==> src/rtl/gba_eeprom_host.sv <==
// Bit-serial initiator for the GBA 1-bit EEPROM protocol: one 64-bit block read or write per command.
// Optional write busy-poll timeout is enabled by defining GBA_EEPROM_TIMEOUT_EN (bounded by POLL_MAX).
module gba_eeprom_host #(
  parameter int POLL_MAX = 1023
) (
  input  logic        clk,
  input  logic        rst,
  input  logic        req_valid,
  output logic        req_ready,
  input  logic        req_write,
  input  logic        req_wide,
  input  logic [13:0] req_addr,
  input  logic [63:0] req_wdata,
  output logic        rsp_valid,
  output logic [63:0] rsp_rdata,
  output logic        rsp_timeout,
  output logic        ee_cs,
  output logic        ee_valid,
  output logic        ee_write,
  output logic        ee_din,
  input  logic        ee_ready,
  input  logic        ee_dout
);

  localparam int CW = ($clog2(POLL_MAX + 1) > 7) ? $clog2(POLL_MAX + 1) : 7;

  typedef enum logic [3:0] {
    S_IDLE, S_CMD, S_ADDR, S_WDATA, S_STOP, S_RHEAD, S_RDATA, S_POLL, S_DONE
  } state_t;

  state_t         state_reg, state_next;
  logic           gap_reg, gap_next;
  logic [CW-1:0]  cnt_reg, cnt_next;
  logic           write_reg, write_next;
  logic           wide_reg, wide_next;
  logic [13:0]    addr_reg, addr_next;
  logic [63:0]    wdata_reg, wdata_next;
  logic [63:0]    shift_reg, shift_next;
  logic [63:0]    rdata_reg, rdata_next;
  logic           hit_reg, hit_next;
  logic [CW-1:0]  phase_len;
  logic           beat;
`ifdef GBA_EEPROM_TIMEOUT_EN
  logic           timeout_reg, timeout_next;
`endif

  always_ff @(posedge clk or posedge rst) begin
    if (rst) begin
      state_reg <= S_IDLE;
      gap_reg   <= 1'b0;
      cnt_reg   <= '0;
      write_reg <= 1'b0;
      wide_reg  <= 1'b0;
      addr_reg  <= '0;
      wdata_reg <= '0;
      shift_reg <= '0;
      rdata_reg <= '0;
      hit_reg   <= 1'b0;
`ifdef GBA_EEPROM_TIMEOUT_EN
      timeout_reg <= 1'b0;
`endif
    end else begin
      state_reg <= state_next;
      gap_reg   <= gap_next;
      cnt_reg   <= cnt_next;
      write_reg <= write_next;
      wide_reg  <= wide_next;
      addr_reg  <= addr_next;
      wdata_reg <= wdata_next;
      shift_reg <= shift_next;
      rdata_reg <= rdata_next;
      hit_reg   <= hit_next;
`ifdef GBA_EEPROM_TIMEOUT_EN
      timeout_reg <= timeout_next;
`endif
    end
  end

  always_comb begin
    phase_len = CW'(1);
    case (state_reg)
      S_CMD:   phase_len = CW'(2);
      S_ADDR:  phase_len = wide_reg ? CW'(14) : CW'(6);
      S_WDATA: phase_len = CW'(64);
      S_RHEAD: phase_len = CW'(4);
      S_RDATA: phase_len = CW'(64);
      default: phase_len = CW'(1);
    endcase
  end

  assign beat      = (state_reg != S_IDLE) && (state_reg != S_DONE);
  assign req_ready = (state_reg == S_IDLE);
  assign rsp_valid = (state_reg == S_DONE);
  assign rsp_rdata = rdata_reg;
  assign ee_cs     = beat;
  assign ee_valid  = beat && !gap_reg;
  assign ee_write  = (state_reg == S_CMD) || (state_reg == S_ADDR) ||
                     (state_reg == S_WDATA) || (state_reg == S_STOP);
`ifdef GBA_EEPROM_TIMEOUT_EN
  assign rsp_timeout = rsp_valid && timeout_reg;
`else
  assign rsp_timeout = 1'b0;
`endif

  // Address and write data are shifted left per beat so the outgoing bit is always the top bit.
  always_comb begin
    ee_din = 1'b0;
    case (state_reg)
      S_CMD:   ee_din = !cnt_reg[0] || !write_reg;
      S_ADDR:  ee_din = addr_reg[13];
      S_WDATA: ee_din = wdata_reg[63];
      default: ee_din = 1'b0;
    endcase
  end

  always_comb begin
    state_next = state_reg;
    gap_next   = gap_reg;
    cnt_next   = cnt_reg;
    write_next = write_reg;
    wide_next  = wide_reg;
    addr_next  = addr_reg;
    wdata_next = wdata_reg;
    shift_next = shift_reg;
    rdata_next = rdata_reg;
    hit_next   = hit_reg;
`ifdef GBA_EEPROM_TIMEOUT_EN
    timeout_next = timeout_reg;
`endif
    case (state_reg)
      S_IDLE: begin
        if (req_valid) begin
          state_next = S_CMD;
          gap_next   = 1'b0;
          cnt_next   = '0;
          hit_next   = 1'b0;
          write_next = req_write;
          wide_next  = req_wide;
          addr_next  = req_wide ? req_addr : {req_addr[5:0], 8'h00};
          wdata_next = req_wdata;
`ifdef GBA_EEPROM_TIMEOUT_EN
          timeout_next = 1'b0;
`endif
        end
      end
      S_DONE: state_next = S_IDLE;
      default: begin
        if (!gap_reg) begin
          if (ee_ready) begin
            gap_next = 1'b1;
            cnt_next = cnt_reg + CW'(1);
            case (state_reg)
              S_ADDR:  addr_next  = {addr_reg[12:0], 1'b0};
              S_WDATA: wdata_next = {wdata_reg[62:0], 1'b0};
              S_RDATA: shift_next = {shift_reg[62:0], ee_dout};
              S_POLL:  hit_next   = ee_dout;
              default: ;
            endcase
          end
        end else begin
          // Phase transitions happen at the end of the idle gap so every phase starts with a fresh beat.
          gap_next = 1'b0;
          if (state_reg == S_POLL) begin
            if (hit_reg) begin
              state_next = S_DONE;
`ifdef GBA_EEPROM_TIMEOUT_EN
            end else if (cnt_reg == CW'(POLL_MAX)) begin
              state_next   = S_DONE;
              timeout_next = 1'b1;
`endif
            end
          end else if (cnt_reg == phase_len) begin
            cnt_next = '0;
            case (state_reg)
              S_CMD:   state_next = S_ADDR;
              S_ADDR:  state_next = write_reg ? S_WDATA : S_STOP;
              S_WDATA: state_next = S_STOP;
              S_STOP:  state_next = write_reg ? S_POLL : S_RHEAD;
              S_RHEAD: state_next = S_RDATA;
              S_RDATA: begin
                state_next = S_DONE;
                rdata_next = shift_reg;
              end
              default: state_next = S_IDLE;
            endcase
          end
        end
      end
    endcase
  end

endmodule

==> config.mk <==
export PLATFORM = sky130hd
export DESIGN_NAME = gba_eeprom_host
export DESIGN_NICKNAME = d
export VERILOG_FILES = /design/src/rtl/gba_eeprom_host.sv
export SDC_FILE = /design/constraint.sdc
export NUM_CORES = 1
export LEC_CHECK = 0
export ABC_CLOCK_PERIOD_IN_PS = 7490
export BUFFER_PORTS_ARGS = -buffer_cell sky130_fd_sc_hd__clkbuf_2
export CAP_MARGIN = 20
export CORE_MARGIN = 2
export CORE_UTILIZATION = 35
export DETAILED_ROUTE_END_ITERATION = 6
export PLACE_DENSITY = 0.58
export SLEW_MARGIN = 15
export SYNTH_ARGS = -nofsm -noshare
export SYNTH_HDL_FRONTEND = slang
export SYNTH_SLANG_ARGS = --single-unit
==> constraint.sdc <==
create_clock -name clk -period 7.49 [get_ports clk]
set_input_delay 0.3745 -clock clk [delete_from_list [all_inputs] [get_ports clk]]
set_output_delay 0.3745 -clock clk [all_outputs]
set_load 0.02 [all_outputs]
# Word-level counts from Yosys, hierarchy flattened
# Index checks and enable logic that the tools add are counted.
# totals
reg_bits	224
in_bits	85
output_inout_bits	71
word_cells	96
# classes
addsub	1
eq_ne	15
n_mux	37
bitwise	4
reduce_logical	29
# op_table
operator	n
2-to-1 mux 64 bit	4
one-hot mux 64 bit (2 select lines)	1
2-to-1 mux 14 bit	5
2-to-1 mux 10 bit	5
one-hot mux 14 bit (2 select lines)	1
one-hot mux 7 bit (4 select lines)	1
AND reduction 5 bit	5
2-to-1 mux 4 bit	6
one-hot mux 4 bit (6 select lines)	1
one-hot mux 10 bit (2 select lines)	1
== test 4 x 3 -> 1 bit, second input constant	4
adder 10 x 1 -> 10 bit, second input constant	1
== test 10 bit	1
== test 4 x 2 -> 1 bit, second input constant	2
!= test 4 bit, second input constant	2
one-hot mux 4 bit (2 select lines)	1
AND reduction 4 bit	2
nonzero test 2 bit	4
nonzero test 4 bit	2
2-to-1 mux 1 bit	6
nonzero test 3 bit	2
== test 4 x 1 -> 1 bit, second input constant	1
== test 4 bit, second input constant	1
zero test 4 bit	1
other kinds (13)	26

# Longest topological paths before layout
# Gate-level depths: netlist (run 1).
# depth
word_depth	8
mapped_depth	10
mapped_depth_nobuf	8

# Least setup slack after synthesis (run 1)
# OpenSTA, ideal clock, no wires.
# synth_timing
path_kind	reg-to-reg
from	register state_reg[0]
to	register rdata_reg[0] (netlist: rsp_rdata[0])
setup_ns	0.128
arrival_time_ns	2.324
t_required_ns	7.362
path_slack_ns	5.039
stages_incl_launch_ff	8
n_path_buf	1
period_less_slack_ns	2.451
cell_sequence	dfrtp_1 or4b_4 and3_1 or2_1 nor4_2 nand2_2 buf_6 mux2_1
# synth_via
elab_chain_cells	5
elab_cells_between_ends	15
classes_between	eq/ne: 8; mux: 1; bitwise: 2; reduce/logical: 4
# synth_lines
element	line	rtl
from (decl)	31	state_t state_reg, state_next;
from (signal assigned)	63	state_reg <= state_next;
== test 4 x 2 -> 1 bit / == test 4 x 3 -> 1 bit (equally long branches)	81, 174	
OR reduction 2 bit (no source line)	--	
one-hot mux 7 bit (4 select lines)	81	case (state_reg)
== test 10 bit	172	end else if (cnt_reg == phase_len) begin
AND reduction 5 bit (no source line) *	--	
to (signal assigned)	71	rdata_reg <= rdata_next;
to (decl)	39	logic [63:0] rdata_reg, rdata_next;
# Mark *: on every way between the ends. The rest lies on a longest branch, timed or not.
# A chain may end at the register's enable or synchronous reset.

# Final worst setup path (run 1)
# layout_timing
from	register state_reg[1]
to	register rdata_reg[16] (netlist: rsp_rdata[16])
# Same word-level chain as after synthesis.

==> results of run 1 <==
-- report_power, final --
group	switching, W	internal [W]	leakage, nW
Sequential	0.000199	0.00146	3.03
Clock	0.000480	0.000750	0.417
Combinational	0.000408	0.000350	2.31
-- logic make-up (layout without fill, tap and decap cells) --
kind of cell               Yosys count  in the layout
adders and majority gates            1              1
and+or+nand+nor                    174            174
muxes                              203            203
DFF                                224            224
AOI/OAI and AO/OA                  128            128
other                                1              1
xor gates and xnor gates             2              2
buffers and inverters               57            215
-- per-stage QoR --
| step | utilization | area, µm² |
|---|---|---|
| global placement | 0.395 | 10700 |
| floorplan | - | 9630 |
| CTS | 0.427 | 11500 |
| global route | 0.428 | 11500 |
| detailed placement | 0.395 | 10700 |
| finish | 0.428 | 11500 |
-- layout by cell type (no fill, tap or decap), drive strengths merged, types with 2 or more instances in the layout --
| master | instances |
|---|---|
| a31oi | 10 |
| o22ai | 2 |
| or4b | 2 |
| and2 | 2 |
| nand2 | 103 |
| nor3 | 5 |
| o21a | 3 |
| bufinv | 2 |
| nor4b | 3 |
| clkinv | 5 |
| mux2 | 132 |
| mux2i | 71 |
| a21oi | 16 |
| nor4 | 2 |
| inv | 9 |
| o21ai | 88 |
| nor2 | 17 |
| nand4 | 2 |
| and3 | 13 |
| or3 | 4 |
| buf | 7 |
| nand3 | 7 |
| clkbuf | 191 |
| dfrtp | 224 |
| or2 | 4 |
| nand2b | 5 |
-- layout make-up --
| type | count | area [µm²] |
|---|---|---|
| fillers | 2566 | 15400 |
| flip-flops and latches | 224 | 5610 |
| multi-input cells | 509 | 3770 |
| repair buffers | 162 | 866 |
| clock buffers | 37 | 741 |
| well taps | 341 | 427 |
| clock inverters | 8 | 93.8 |
| inverters | 8 | 40.0 |
-- cells in the mapped netlist, types with 4 or more instances --
cell type / n
nand2b_1: 5
buf_1: 4
dfrtp_1: 224
a21oi_1: 16
buf_2: 4
nand3_1: 7
mux2_2: 67
inv_1: 8
o21ai_0: 87
mux2_1: 65
and3_1: 13
mux2i_1: 71
nand2_1: 102
buf_6: 6
nor3_1: 5
a31oi_1: 10
clkbuf_1: 34
nor2_1: 17
or3_1: 4
-- routing by layer --
metal	up-vias	GRT usage	wire [µm]
met3	33	0.0391	1350
met5	-	0	0
met1	2962	0.190	9120
met2	154	0.200	7970
li1	3068	-	-
met4	0	0.0323	382
-- critical path, delay by kind of cell (launching register included) --
kind | cells | cell delay (ns)
flip-flops | 1 | 0.73
multiplexers | 1 | 0.44
buffers and inverters | 1 | 0.38
AND/OR/NAND/NOR | 5 | 1.36
-- worst paths after layout --
path	to	slack, ns	start	depth (start not counted)
hold reg to reg	addr_reg[12]$_DFFE_PP0P_	0.47	addr_reg[12]$_DFFE_PP0P_	2
setup reg to reg	rsp_rdata[16]$_DFFE_PP0P_	4.39	state_reg[1]$_DFFE_PP0P_	7
min in group asynchronous	wdata_reg[15]$_DFFE_PP0P_	0.49	rst	3
max in group asynchronous	rsp_rdata[47]$_DFFE_PP0P_	5.67	rst	4
setup / recovery	rsp_rdata[16]$_DFFE_PP0P_	4.39	state_reg[1]$_DFFE_PP0P_	7
hold / removal	wdata_reg[0]$_DFFE_PP0P_	0.08	req_wdata[0]	3
==> metrics.md, run 1 <==
| Metric | Value |
|---|---|
| Status | finished clean |
| Minimum clock period | 3.10 ns |
| Synth Area in Adders | 0.00130 |
| Fmax | around 320 MHz |
| Final setup fails | 0 |
| Total gr overflow | 0 |
| Site row count | 60 |
| Final Instance Count excl. Fillers | 1289 |
| First-pass GRT wire length | ~32000 µm |
| Worst Path Arrival | roughly 3.5 ns |
| Hold slack | 0.0798 ns |
| H-Tree Depth | 1 |
| CTS tree | done |
| Max Slew Vio Count | 0 |
| Setup repair bufs after CTS | 0 |
| Die height | 170 µm |
| Yosys top cell area share | 0.582 |
| IO Count | 156 |
| Root buf cell | clkbuf_16 |
| WL/cell | 14.6 µm |
| CTS clk-pin slew, worst paths | roughly 0.060 ns |
| Power density over cell area | approximately 320 nW/µm² |
| Die ar. | ~29000 µm² |
| Crit path max fanout | 64 |
| Via density per instance | roughly 4.8 |
| DR iter-0 viols | 269 |
| Area leader, netlist | dfrtp_1 |
| Leakage | ~5.8 nW |
| Hold Violations, Final | 0 |
| Post-cts resize count | 0 |
| CP Capture Type | flip-flop |
| Largest net degree at the start of global routing | 129 |
| Initial antenna violation count | 0 |
| Vias after detailed routing | 6217 |
| Slew @ Worst Pin | 1.06 ns |
| CTS max path bufs | 3 |
| Number of synthesized flops with an enable pin | 0 |
| Compound-Gate Fraction of Synth Area | 0.0739 |
| Post-Synth Simple-Gate Area | 0.0845 |
| Register area share after synthesis | 0.582 |
| Ys flop type | dfrtp_1 |
| RSZ-0062 raised after global routing | no |
| # DRC | 0 |
| CP startpoint kind | flip-flop |
| Synth top area cells | dfrtp_1 (58%), mux2_2 (7.8%), mux2_1 (7.6%) |
| Mux cell area share after synthesis | 0.228 |
| CP Data Required Time | 7.88 ns |
| Drt total wl | approximately 19000 µm |
| Initial core utilization | 0.357 |
| Core Footprint | about 27000 µm² |
| Setup TNS Final | 0 ns |
| Post-Syn Area | 9630 µm² |
| Number of global-route vias before repair | 6187 |
| Post-DP HPWL | approximately 12000 µm |
| Clock sinks | between 200 and 250 |
| Share of layout cells above drive strength 1 | 0.293 |
| Syn Nets | 876 |
| Setup WS post-layout | 4.39 ns |
| Worst hold path type | in2reg |
| Chip width | between 150 and 200 µm |
| Post-Syn Instances | 790 |
| Critical path cell sequence | or4b_4 > and3_1 > or2_1 > nor4_2 > nand2_2 > buf_4 > mux2_1 |
| N_diodes | 0 |
| Area Growth Syn to Fin | 19.9% |
| Nets@finish | between 1000 and 1500 |
| Critical path's slowest cell | dfrtp_1 |
| Placed cells | approximately 1200 |
| Final Cycle Share | 0.413 |
| Routability Congestion | 0.816 |
| Port Buffers | roughly 150 |
| Flop and latch count out of synthesis | 224 |
| Max_slew headroom | 0.293 |
| Clock skew | approximately 0.01 ns |
| Largest family of logic cells by synthesized area | multiplexers |
| Asr flop ratio synth | 1.00 |
| GRT Total Usage | 0.133 |
| Total CTS buffers | 25 |
| Initial DRT Pass Iterations | 4 |
| Total power | between 0.003 and 0.004 W |
| Xor/xnor cell area share of the yosys netlist | 0.00182 |
| Hold-fix buffers, CTS | 1 |
| Setup Crit Path Kind | reg2reg |
| Synth cell types | 52 |
| Critical path's largest stage delay | about 0.73 ns |
| Clock latency on the worst-skew pair | 0.51 ns |
| Mapped Avg Cell Area | 12.2 µm² |
| Yosys warning total | 0 |
| Max VDD drop | 0.000228 V |
| Post-place setup slack | 4.39 ns |
| Max cap viols | 0 |
| Routed Antenna Nets | 0 |
No activity file was read; power rests on OpenSTA's default activity.
==> run 2: changes to the inputs <==
--- a/config.mk
+++ b/config.mk
@@ -5,7 +5,8 @@
 export SDC_FILE = /design/constraint.sdc
 export NUM_CORES = 1
 export LEC_CHECK = 0
-export ABC_CLOCK_PERIOD_IN_PS = 7490
+export ABC_AREA = 1
+export ABC_CLOCK_PERIOD_IN_PS = 3050
 export BUFFER_PORTS_ARGS = -buffer_cell sky130_fd_sc_hd__clkbuf_2
 export CAP_MARGIN = 20
 export CORE_MARGIN = 2
==> constraint.sdc (replaced) <==
create_clock -name clk -period 3.05 [get_ports clk]
set_input_delay 0.1525 -clock clk [delete_from_list [all_inputs] [get_ports clk]]
set_output_delay 0.1525 -clock clk [all_outputs]
set_load 0.02 [all_outputs]
==> metrics.md, run 2 <==
| Metric | Value |
|---|---|
| Area leader, netlist | dfrtp_1 |
| Max Slew Vio Count | 0 (unchanged) |
| Die height | 171 µm (+0.80%) |
| Share of layout cells above drive strength 1 | 0.171 (-0.123) |
| Vias after detailed routing | 7933 (+28%) |
| Final Instance Count excl. Fillers | 1737 (+35%) |
| Register area share after synthesis | 0.573 (-0.00945) |
| Critical path cell sequence | nor2_4 > nand2_4 > inv_2 > nand2_2 > o21ai_1 > nand2_2 > a21oi_4 > nand4_1 > dlygate4sd3_1 > o21ai_0 |
| Die ar. | 29300 µm² (+1.6%) |
| Hold Violations, Final | 0 (unchanged) |
| Fill count | 2725 (+6.2%) |
| Drt total wl | 21600 µm (+15%) |
| Most frequent cells in the layout | nand2_1 (265), dfrtp_1 (224), inv_1 (168), clkbuf_2 (154), o21ai_0 (120) |
| Post-place setup slack | 0.601 ns (-3.79 ns) |
| Power density over cell area | 774 nW/µm² (+140%) |
| # DRC | 0 (unchanged) |
| Setup WS post-layout | 0.397 ns (-4.00 ns) |
| Asr flop ratio synth | 1.00 (unchanged) |
| Worst hold path type | in2reg |
| Synth top area cells | dfrtp_1 (57%), nand2_1 (10%), inv_1 (6.5%) |
| WL/cell | 12.4 µm (-15%) |
| R2R depth | 10 (+3) |
| Minimum clock period | 2.65 ns (-0.444 ns) |
| Core Footprint | 27600 µm² (+2.5%) |
| Max cap viols | 0 (unchanged) |
| Post-DP HPWL | 14200 µm (+18%) |
| Yosys top cell area share | 0.573 (-0.00945) |
| CP Data Required Time | 3.49 ns (-4.39 ns) |
| Fmax | 377 MHz (+17%) |
| Number of synthesized flops with an enable pin | 0 (unchanged) |
| Max VDD drop | 0.000455 V (+99%) |
| CTS max path bufs | 3 (unchanged) |
| Most numerous cell in the Yosys netlist | nand2_1 |
| Largest net degree at the start of global routing | 129 (unchanged) |
| Nets@finish | 1425 (+40%) |
| H-Tree Depth | 1 (unchanged) |
| Critical path's slowest cell | dlygate4sd3_1 |
| Post-cts resize count | 0 (unchanged) |
| Initial core utilization | 0.354 (-0.00302) |
| Number of global-route vias before repair | 7614 (+23%) |
| Hold-fix buffers, CTS | 76 (+75) |
| Placed cells | 1612 (+30%) |
| Initial antenna violation count | 0 (unchanged) |
| Setup repair bufs after CTS | 0 (unchanged) |
| GRT Total Usage | 0.151 (+0.0172) |
| Root buf cell | clkbuf_16 |
| CTS clk-pin slew, worst paths | 0.06 ns (about the same) |
| Max_slew headroom | 0.497 (+0.204) |
| Total gr overflow | 0 (unchanged) |
| Setup Crit Path Kind | reg2reg |
| Port Buffers | 154 (unchanged) |
| Slew @ Worst Pin | 0.755 ns (-0.306 ns) |
| Critical path's largest stage delay | 0.59 ns (-0.14 ns) |
| Mapped Avg Cell Area | 8.69 µm² (-29%) |
| Total power | 0.00974 W (+170%) |
| Yosys warning total | 0 (unchanged) |
| First-pass GRT wire length | 36700 µm (+15%) |
| Leakage | 5.94 nW (+3.0%) |
| Final Cycle Share | 0.870 (+0.456) |
| Clock sinks | 224 (unchanged) |
| N_diodes | 0 (unchanged) |
| Post-route cell area | 12600 µm² (+9.0%) |
| CP Capture Type | flip-flop |
| RSZ-0062 raised after global routing | no |
| Syn Nets | 1212 (+38%) |
| Chip width | 171 µm (+0.80%) |
| Routed Antenna Nets | 0 (unchanged) |
| Placed cell areas | 11000 µm² (+2.9%) |
| Post-Syn Instances | 1126 (+43%) |
| Cell mode on critical path | nand2_2 |
| Synth top cells by count | nand2_1 (265), dfrtp_1 (224), inv_1 (169), o21ai_0 (120), o21ai_1 (106) |
| Initial DRT Pass Iterations | 6 (+2) |
| CP delay by family, top | simple AND/OR/NAND/NOR gates |
| Clock latency on the worst-skew pair | 0.52 ns (about the same) |
| Status | finished clean |
| Synth cell types | 30 (-42%) |
| Worst Hold Depth | 3 (unchanged) |
| Worst Path Arrival | 3.09 ns (-0.40 ns) |
| CTS tree | done |
| Clock skew | 0.0149 ns (+0.00487 ns) |
| Area Growth Syn to Fin | 28.5% |
| Crit path max fanout | 28 (-56%) |
| CP startpoint kind | flip-flop |
| IO Count | 156 (unchanged) |
| Final setup fails | 0 (unchanged) |
| Most common cell after layout, fill and taps aside | nand2_1 |
| CP Buf/Inv Count | 2 (+1) |
| DR iter-0 viols | 515 (+91%) |
| Via density per instance | 4.57 (-5.3%) |
| Ys flop type | dfrtp_1 |
| Total CTS buffers | 26 (+4.0%) |
| Routability Congestion | 0.856 (+4.9%) |
| Post-Syn Area | 9790 µm² (+1.7%) |
| Site row count | 61 (+1.7%) |
| Crit path depth | 10 (+3) |
| Flop and latch count out of synthesis | 224 (unchanged) |
[run 2: stage by stage]
stage | TNS (ns) | utilization | hold slack [ns]
6_report | 0 | 0.455 | 0.0287
5_1_grt | 0 | 0.455 | 0.0307
4_1_cts | 0 | 0.454 | 0.00524
3_5_place_dp | 0 | 0.397 | 0.396
3_3_place_gp | 0 | 0.397 | 0.388
2_1_floorplan | -5.94 | - | 0.299
[run 2: logic make-up after synthesis]
kind of cell | after synthesis | share of synthesized area
adders and majority gates | 1 | 0.00128
xor gates and xnor gates | 4 | 0.00358
DFF | 224 | 0.573
buffers and inverters | 238 | 0.0979
and+or+nand+nor | 348 | 0.144
AOI/OAI and AO/OA | 310 | 0.180
other | 1 | 0.000383
[run 2: per-layer routing]
metal / GRT usage / share of wire / up-vias
li1: - / - / 4084
met1: 0.211 / 0.48 / 3643
met2: 0.238 / 0.44 / 171
met3: 0.0290 / 0.053 / 35
met4: 0.0424 / 0.024 / 0
met5: 0 / 0 / -
[run 2: final cells by class]
type                       count  area, µm²  share of cell area
clock buffer                  35        724              0.0576
clock inverter                13        108             0.00856
inverter                     173        653              0.0519
multi-input combinational    664       3240               0.258
sequential                   224       5610               0.446
tap                          378        473              0.0376
timing repair buffer         250       1770               0.141
[run 2: path summary, 6_finish.rpt]
check | slack, ns | startpoint | endpoint
max | 0.40 | state_reg[3]$_DFFE_PP0P_ | addr_reg[0]$_DFFE_PP0P_
min | 0.03 | req_valid | wide_reg$_DFFE_PP0P_
max reg2reg | 0.40 | state_reg[3]$_DFFE_PP0P_ | addr_reg[0]$_DFFE_PP0P_
min reg2reg | 0.48 | cnt_reg[8]$_DFFE_PP0P_ | cnt_reg[8]$_DFFE_PP0P_
max in group asynchronous | 2.02 | rst | cnt_reg[5]$_DFFE_PP0P_
min in group asynchronous | 0.20 | rst | shift_reg[57]$_DFFE_PP0P_
[run 2: power breakdown]
part | switching [W] | internal (W)
logic | 0.00200 | 0.000980
clock network | 0.00122 | 0.00175
registers | 0.000218 | 0.00357
[run 2: tightest hold or removal path: cells and delay by family]
kind | cells | cell delay (ns)
AND/OR/NAND/NOR | 1 | 0.14
buffers and inverters | 1 | 0.10
AO/OA/AOI/OAI | 1 | 0.09
